## config.mk

```make
export PLATFORM = sky130hd
export DESIGN_NAME = uart_rx_chunk_decoder
export DESIGN_NICKNAME = d
export VERILOG_FILES = /design/src/rtl/uart_rx_chunk_decoder.sv
export SDC_FILE = /design/constraint.sdc
export NUM_CORES = 1
export LEC_CHECK = 0
export ABC_AREA = 1
export CAP_MARGIN = 40
export CORE_MARGIN = 5
export CORE_UTILIZATION = 51
export DETAILED_ROUTE_END_ITERATION = 8
export PLACE_DENSITY = 0.76
export SETUP_SLACK_MARGIN = 0.15
export SLEW_MARGIN = 25
export SYNTH_ARGS = -nofsm -noshare
export SYNTH_HDL_FRONTEND = slang
export SYNTH_SLANG_ARGS = --single-unit
```

## constraint.sdc

```tcl
create_clock -name CLK -period 1.9 [get_ports CLK]
set_clock_uncertainty 0.1 [all_clocks]
set_input_delay 0.285 -clock CLK [delete_from_list [all_inputs] [get_ports CLK]]
set_output_delay 0.285 -clock CLK [all_outputs]
set_load 0.01 [all_outputs]
```

## src/rtl/uart_rx_chunk_decoder.sv

```systemverilog
// uart_rx_chunk_decoder: strips 0x00 escape framing from a UART RX byte stream and
// presents one typed chunk per 0x00 0x01 terminator. Optional inter-byte timeout: RX_CHUNK_TIMEOUT_EN.

module uart_rx_chunk_decoder #(
   parameter int BUFFER_BYTE_SIZE  = 5,
   parameter int BUFFER_INDEX_SIZE = 32,
   parameter int TIMEOUT_TICKS     = 1000000
) (
   input  logic                          CLK,
   input  logic                          RST_N,
   input  logic                          rx_ready,
   input  logic [7:0]                    rx_data,
   output logic                          is_chunk_ready,
   output logic [7:0]                    chunk_type,
   output logic [BUFFER_INDEX_SIZE-1:0]  chunk_byte_size,
   output logic [BUFFER_BYTE_SIZE*8-1:0] chunk_bytes,
   output logic                          chunk_error,
   output logic [1:0]                    error_code
);

   localparam int              CNT_W    = $clog2(BUFFER_BYTE_SIZE + 1);
   localparam logic [CNT_W-1:0] FULL_CNT = CNT_W'(BUFFER_BYTE_SIZE);

   localparam logic [1:0] S_IDLE      = 2'd0;
   localparam logic [1:0] S_START_ESC = 2'd1;
   localparam logic [1:0] S_DATA      = 2'd2;
   localparam logic [1:0] S_DATA_ESC  = 2'd3;

   localparam logic [1:0] ERR_OVERFLOW = 2'd1;
   localparam logic [1:0] ERR_FRAMING  = 2'd2;
   localparam logic [1:0] ERR_TIMEOUT  = 2'd3;

   logic [1:0]                    state;
   logic [1:0]                    state_nxt;
   logic [7:0]                    work_type;
   logic [CNT_W-1:0]              work_cnt;
   logic [BUFFER_BYTE_SIZE*8-1:0] work_buf;

   logic       start_chunk;
   logic       store_en;
   logic [7:0] store_val;
   logic       complete;
   logic       err_fire;
   logic [1:0] err_nxt;
   logic       buf_full;
   logic       timer_hit;

   assign buf_full = (work_cnt == FULL_CNT);

`ifdef RX_CHUNK_TIMEOUT_EN
   localparam int               TMR_W    = $clog2(TIMEOUT_TICKS + 1);
   localparam logic [TMR_W-1:0] TMR_LAST = TMR_W'(TIMEOUT_TICKS - 1);

   logic [TMR_W-1:0] timer;

   // A byte arriving in the expiry cycle wins over the timeout.
   assign timer_hit = !rx_ready && (state != S_IDLE) && (timer == TMR_LAST);

   always_ff @(posedge CLK or negedge RST_N) begin
      if (!RST_N) begin
         timer <= '0;
      end else if (rx_ready || (state == S_IDLE) || timer_hit) begin
         timer <= '0;
      end else begin
         timer <= timer + 1'b1;
      end
   end
`else
   // Never true for a legal tick count; partial chunks wait indefinitely.
   assign timer_hit = (TIMEOUT_TICKS < 0);
`endif

   // NOTE: every signal of this block gets a default first, so no path can infer a latch.
   always_comb begin
      state_nxt   = state;
      start_chunk = 1'b0;
      store_en    = 1'b0;
      store_val   = rx_data;
      complete    = 1'b0;
      err_fire    = 1'b0;
      err_nxt     = ERR_OVERFLOW;

      if (rx_ready) begin
         case (state)
            S_IDLE: begin
               if (rx_data == 8'h00) state_nxt = S_START_ESC;
            end
            S_START_ESC: begin
               if (rx_data >= 8'h02) begin
                  start_chunk = 1'b1;
                  state_nxt   = S_DATA;
               end else if (rx_data == 8'h01) begin
                  state_nxt = S_IDLE;
               end
            end
            S_DATA: begin
               if (rx_data == 8'h00) begin
                  state_nxt = S_DATA_ESC;
               end else if (buf_full) begin
                  err_fire  = 1'b1;
                  err_nxt   = ERR_OVERFLOW;
                  state_nxt = S_IDLE;
               end else begin
                  store_en = 1'b1;
               end
            end
            default: begin
               if (rx_data == 8'h00) begin
                  if (buf_full) begin
                     err_fire  = 1'b1;
                     err_nxt   = ERR_OVERFLOW;
                     state_nxt = S_IDLE;
                  end else begin
                     store_en  = 1'b1;
                     store_val = 8'h00;
                     state_nxt = S_DATA;
                  end
               end else if (rx_data == 8'h01) begin
                  complete  = 1'b1;
                  state_nxt = S_IDLE;
               end else begin
                  // Unescaped start marker inside a chunk: abandon it and open the new one.
                  err_fire    = 1'b1;
                  err_nxt     = ERR_FRAMING;
                  start_chunk = 1'b1;
                  state_nxt   = S_DATA;
               end
            end
         endcase
      end else if (timer_hit) begin
         err_fire  = 1'b1;
         err_nxt   = ERR_TIMEOUT;
         state_nxt = S_IDLE;
      end
   end

   // NOTE: sequential state uses <= so every register updates together at the edge.
   always_ff @(posedge CLK or negedge RST_N) begin
      if (!RST_N) begin
         state <= S_IDLE;
      end else begin
         state <= state_nxt;
      end
   end

   // NOTE: the working buffer is reset, unlike a RAM, because its zeroed tail is visible on chunk_bytes.
   always_ff @(posedge CLK or negedge RST_N) begin
      if (!RST_N) begin
         work_type <= 8'h00;
         work_cnt  <= '0;
         work_buf  <= '0;
      end else if (start_chunk) begin
         work_type <= rx_data;
         work_cnt  <= '0;
         work_buf  <= '0;
      end else if (store_en) begin
         for (int i = 0; i < BUFFER_BYTE_SIZE; i++) begin
            if (work_cnt == CNT_W'(i)) work_buf[8*i +: 8] <= store_val;
         end
         work_cnt <= work_cnt + 1'b1;
      end
   end

   // Output copy of the working registers, so reception of the next chunk can proceed.
   always_ff @(posedge CLK or negedge RST_N) begin
      if (!RST_N) begin
         is_chunk_ready  <= 1'b0;
         chunk_type      <= 8'h00;
         chunk_byte_size <= '0;
         chunk_bytes     <= '0;
         chunk_error     <= 1'b0;
         error_code      <= 2'd0;
      end else begin
         is_chunk_ready <= complete;
         chunk_error    <= err_fire;
         if (complete) begin
            chunk_type      <= work_type;
            chunk_byte_size <= BUFFER_INDEX_SIZE'(work_cnt);
            chunk_bytes     <= work_buf;
         end
         if (err_fire) error_code <= err_nxt;
      end
   end

endmodule
```

==> flow_summary.json, run 1 <==
{
  "power_frac_seq_pct": 51.3,
  "min_period_over_period_pct": 91.4,
  "ys_seq_area_share_pct": 57.3,
  "final_common_cell": "nand2_1",
  "totalWireLength_mm": 11.1,
  "ant_nets": 0,
  "insertion_delay_ns": 0.35,
  "cp-start-kind": "input port",
  "ys_ff_latch": 108,
  "maxCapViolCount": 0,
  "swShare_pct": 32.8,
  "yosys.area.top_type": "dfrtp_1",
  "crit_fanout": 7,
  "start_util_pct": 51.7,
  "met1_usage_pct": 25.8,
  "synth_top_area_share_pct": 57.3,
  "hold_viol": 0,
  "final.setup.tns_ns": 0,
  "grt_max_degree": 31,
  "critPathRequiredTime_ns": 2.05,
  "cts.path.max_buffers": 2,
  "nets": 681,
  "ir_worst_vdd_uv": 482,
  "timing.fmax_ghz": 0.576,
  "globalRouteOverflowTotal": 0,
  "powerDensity_nw_per_um2": 972,
  "numCtsBuffers": 9,
  "cts_tree": "built",
  "leakage_nw": 3.36,
  "min_period_ns": 1.74,
  "synth_area_leaders": "dfrtp_1, nand2_1, nand3_1, buf_4, o21ai_0",
  "fin_util_pct": 68.3,
  "post-place-ws_ns": -0.216,
  "p_int_mw": 4.06,
  "drt-pass1-iter-count": 5,
  "cts_root_buf": "clkbuf_8",
  "fp-row-count": 35,
  "post-place-cells": 747,
  "drive_above_1_share_pct": 17.0,
  "area_growth_pct": 31.9,
  "die_w_um": 106,
  "cts.sink_count": 108,
  "die_area_um2": 11300,
  "track_usage_pct": 19.3,
  "grt_pass1_vias": 3661,
  "synth_cell_types": 22,
  "ios": 95,
  "finalPower_mw": 6.04,
  "antenna_found_initial": 0,
  "hold_path.class": "in2async",
  "setup_ws_ns": 0.164,
  "grtUsageMet3_pct": 4.37,
  "dp_hpwl_mm": 7.38,
  "clk_pin_slew_worst_paths_ns": 0.10,
  "yosysWarnings": 0,
  "synth_area_per_cell_um2": 8.55,
  "die_h_um": 106,
  "power_frac_clock_pct": 22.8,
  "status": "finished, final reports clean",
  "vias_per_cell": 5.07,
  "postSynthCellCount": 551,
  "final_cell_mix": "nand2_1, dfrtp_1, clkdlybuf4s50_1, buf_4, nand3_1",
  "fin_cells": 781,
  "drtIter0Drc": 246,
  "setup_viol": 0,
  "busiest_layer": "met2",
  "crit_type": "in2reg",
  "drc": 0,
  "end_kind": "flop",
  "wl_per_cell_um": 14.2,
  "core_um2": 9110,
  "fin_area_um2": 6220,
  "drv_slew": 0,
  "rsz0062_at_grt": "yes",
  "whs_ns": 0.299,
  "cp.arrival_ns": 1.89,
  "port_buffers": 65,
  "via_count": 3963,
  "htree_num_levels": 3,
  "p_switching_mw": 1.98,
  "grt_use_met2_pct": 31.6,
  "syn-cell-area_um2": 4710,
  "dpl_cell_area_um2": 5670,
  "grt_pass1_wl_mm": 17.5,
  "combPwrFrac_pct": 25.9,
  "antenna_cells": 0,
  "globalplace.congestion": 0.791
}
## state kept, by name (all words and copies together), names as in the netlist
| name | count |
|---|---|
| chunk_error | 1 |
| state | 2 |
| is_chunk_ready | 1 |
| chunk_bytes | 40 |
| work_buf | 40 |
| error_code | 2 |
| chunk_type | 8 |
| chunk_byte_size | 3 |
| work_cnt | 3 |
| work_type | 8 |
## path summary, 6_finish.rpt
kind / start / endpoint / slack, ns / cells past startpoint
min in group CLK: work_type[4]$_DFFE_PN0N_ / chunk_type[4]$_DFFE_PN0P_ / 0.37 / 2
worst max register to register: work_cnt[1]$_DFFE_PN0P_ / work_buf[35]$_DFFE_PN0P_ / 0.16 / 11
worst min-delay path: RST_N / work_buf[1]$_DFFE_PN0P_ / 0.30 / 2
worst min register to register: work_type[4]$_DFFE_PN0N_ / chunk_type[4]$_DFFE_PN0P_ / 0.37 / 2
max in group asynchronous: RST_N / work_buf[19]$_DFFE_PN0P_ / 0.83 / 3
worst max-delay path: rx_data[0] / work_buf[35]$_DFFE_PN0P_ / 0.16 / 11
## power groups by stage
stage	Sequential, mW	Combinational (mW)	Clock (mW)
after floorplan	3.04	0.787	0
after global placement	3.11	1.05	0
after detailed placement	3.12	1.12	0
after CTS	3.08	1.26	1.41
after global routing	3.15	1.74	1.50
final	3.10	1.56	1.38
## area by class of cell
cell class,count,area [um2]
Clock buffer,11,131
Clock inverter,5,61.3
Fill cell,705,2890
Inverter,25,93.8
Multi-Input combinational cell,400,1860
Sequential cell,108,2700
Tap cell,111,139
Timing Repair Buffer,121,1230
## critical path, stage by stage
cell	delay (ns)
clkdlybuf4s50_1	0.47
nor2_1	0.18
nand2_2	0.10
inv_1	0.07
nand2_1	0.08
nand3_2	0.10
nand3_4	0.14
buf_12	0.18
buf_4	0.15
nand3_1	0.07
nand2_1	0.07
## repair_timing
action | in CTS | in global routing
buffers inserted | 2 | 12
setup endpoints to repair | 40 | 43
pin swaps | 1 | 12
endpoints found under the hold margin | 26 | 0
gates resized for setup | 14 | 29
cloned | 2 | 1
hold buffers | 1 | 0
## synth_stat cells
| cell type | count |
|---|---|
| nand4_1 | 1 |
| nand3_1 | 50 |
| or2_1 | 1 |
| nand3_2 | 2 |
| o21ai_1 | 3 |
| nand2_2 | 6 |
| o211ai_1 | 1 |
| inv_1 | 21 |
| nor2_4 | 3 |
| clkbuf_1 | 6 |
| conb_1 | 1 |
| dfrtp_1 | 108 |
| buf_6 | 2 |
| nand2_4 | 2 |
| nor2_1 | 18 |
| buf_4 | 32 |
| buf_2 | 7 |
| o21ai_0 | 16 |
| clkinv_1 | 1 |
| nand2_1 | 262 |
| ha_1 | 5 |
| inv_2 | 3 |
## cell families (layout without fill, tap and decap cells)
group	count (synthesis)	in the layout	share of synthesized area [%]
buffers and inverters	72	162	8.79
and+or+nand+nor	345	346	30.3
other	1	29	0.0796
AOI/OAI and AO/OA	20	20	2.18
DFF	108	108	57.3
adders and majority gates	5	5	1.33
## metal layers
metal	routed length (um)	up-vias
met1	4850	1911
met4	258	0
met3	633	24
met2	5360	148
li1	-	1880
met5	0	-
Power figures use the tool's default switching activity.
==> inputs of run 2 (changes only) <==
Settings changed: CTS_CLUSTER_SIZE set to 25.
==> results of run 2 <==
Final layout, timing and power as in run 1 (identical DEF).
==> inputs of run 3 (changes only) <==
Clock period 1.9 ns to 1.84 ns, I/O delays scaled along.
==> run 3 against run 2 <==
  * Sequential share of layout area down 1.3 points
  * Non-clock buffer count down 8
  * Clock-buffer cell count down 1
  * Register-to-register slack about the same
  * First-iteration DRC count down 30%
  * Final cell count down 1.0%
  * Via count down 1.7%
  * Clock power about the same
==> flow_summary.json, run 3 (same netlist as run 1, synthesis figures left out) <==
{
  "via_count": 3896,
  "cp.arrival_ns": 1.94,
  "wl_per_cell_um": 15.1,
  "setup_ws_ns": 0.117,
  "numCtsBuffers": 9,
  "crit_type": "in2reg",
  "fin_cells": 773,
  "die_area_um2": 11300,
  "drt-pass1-iter-count": 5,
  "final.setup.tns_ns": 0,
  "end_kind": "flop",
  "crit_fanout": 9,
  "wl_met2_mm": 5.83,
  "wl_met1_mm": 4.99,
  "cts_root_buf": "clkbuf_8",
  "nets": 673,
  "rr_worst_depth": 11,
  "wl_met3_um": 517,
  "relSlewSlack_pct": 65.5,
  "grt_pass1_wl_mm": 18.5,
  "globalplace.congestion": 0.801,
  "min_period_over_period_pct": 93.6,
  "ios": 95,
  "drtIter0Drc": 172,
  "worst_pin_slew_ns": 0.517,
  "rrSetupSlack_ns": 0.15,
  "dp_hpwl_mm": 7.73,
  "post-place-ws_ns": -0.270,
  "drive_above_1_share_pct": 20.1,
  "post-place-cells": 748,
  "status": "finished, final reports clean",
  "hold_depth": 3,
  "rsz0062_at_grt": "yes",
  "final_cell_mix": "nand2_1, dfrtp_1, dlymetal6s2s_1, buf_4, conb_1",
  "insertion_delay_ns": 0.38,
  "globalRouteOverflowTotal": 0,
  "critPathRequiredTime_ns": 2.06,
  "setup_viol": 0,
  "regToRegEndpoint": "work_buf[8]$_DFFE_PN0P_",
  "area_growth_pct": 35.9,
  "fp-row-count": 35,
  "track_usage_pct": 20.5,
  "antenna_found_initial": 0,
  "totalWireLength_mm": 11.7,
  "htree_num_levels": 3,
  "timing.fmax_ghz": 0.581,
  "port_buffers": 65,
  "clk_pin_slew_worst_paths_ns": 0.11,
  "antenna_cells": 0,
  "cp-start-kind": "input port",
  "cts.path.max_buffers": 2,
  "drv_slew": 0,
  "grt_max_degree": 38,
  "vias_per_cell": 5.04,
  "start_util_pct": 51.7,
  "powerDensity_nw_per_um2": 968,
  "final_common_cell": "nand2_1",
  "maxCapViolCount": 0,
  "largest_registers": "chunk_bytes: 40 flops, work_buf: 40 flops",
  "cts_tree": "built",
  "core_um2": 9110,
  "worstHoldStart": "rx_data[3]",
  "r2r-start": "work_cnt[1]$_DFFE_PN0P_",
  "leakage_nw": 4.02,
  "cts.sink_count": 108,
  "min_period_ns": 1.72,
  "holdPathEnd": "work_type[3]$_DFFE_PN0N_",
  "hold_viol": 0,
  "grt_pass1_vias": 3874,
  "die_w_um": 106,
  "die_h_um": 106,
  "drc": 0,
  "ir_worst_vdd_uv": 466,
  "top_layer_used": "met4",
  "fin_util_pct": 70.3,
  "hold_path.class": "in2reg",
  "ant_nets": 0
}
[run 3: how the worst max path moves through the flow]
stage | from | to | slack (ns) | cells past startpoint
floorplan | work_cnt[1]$_DFFE_PN0P_ | work_buf[0]$_DFFE_PN0P_ | 0.19 | 11
global placement | rx_data[2] | work_buf[29]$_DFFE_PN0P_ | -0.18 | 10
detailed placement | rx_data[2] | work_buf[14]$_DFFE_PN0P_ | -0.27 | 11
CTS | work_cnt[0]$_DFFE_PN0P_ | work_buf[2]$_DFFE_PN0P_ | 0.13 | 10
global route | rx_data[2] | work_buf[14]$_DFFE_PN0P_ | 0.03 | 11
finish | rx_data[2] | work_buf[14]$_DFFE_PN0P_ | 0.12 | 11
[run 3: layer usage]
| layer | vias up | global-route usage, % |
|---|---|---|
| met3 | 31 | 5.22 |
| met4 | 0 | 8.23 |
| met5 | - | 0 |
| met2 | 108 | 33.8 |
| li1 | 1865 | - |
| met1 | 1892 | 25.8 |
[run 3: area by class of cell]
cell class / instances / area, um2
timing repair buffer: 113 / 1260
clock inverter: 6 / 46.3
sequential: 108 / 2700
clock buffer: 10 / 138
tap: 111 / 139
inverter: 25 / 96.3
multi-input combinational: 400 / 2020
fill: 664 / 2700
[run 3: timing repair]
action                                 4_1_cts  5_1_grt
setup buffers                                3        1
cloned                                       2        2
pin swaps                                    6       18
hold buffers                                 1        0
setup endpoints to repair                   46       87
endpoints found under the hold margin       33        0
resized for setup                           39       81
[run 3: where the power goes]
| group | internal [mW] | total, mW | switching [mW] |
|---|---|---|---|
| logic | 0.635 | 1.61 | 0.978 |
| clock network | 0.542 | 1.39 | 0.845 |
| registers | 2.88 | 3.20 | 0.325 |
[run 3: metrics by stage]
| step | hold slack, ns | power (mW) | instance area (um2) |
|---|---|---|---|
| finish | 0.174 | 6.20 | 6400 |
| global route | 0.177 | 6.53 | 6400 |
| floorplan | -0.120 | 3.95 | 4820 |
| CTS | 0.321 | 5.98 | 6080 |
| global placement | 0.173 | 4.33 | 5670 |
| detailed placement | 0.185 | 4.42 | 5670 |
[run 3: worst max-delay path, stage by stage]
cell and delay [ns]:
clkdlybuf4s50_1 0.44, nor2_2 0.15, nand2_2 0.09, nor2_4 0.13
buf_4 0.16, nor2_4 0.06, buf_12 0.13, nor2_1 0.10
buf_4 0.19, nand3_1 0.12, nand2_1 0.09
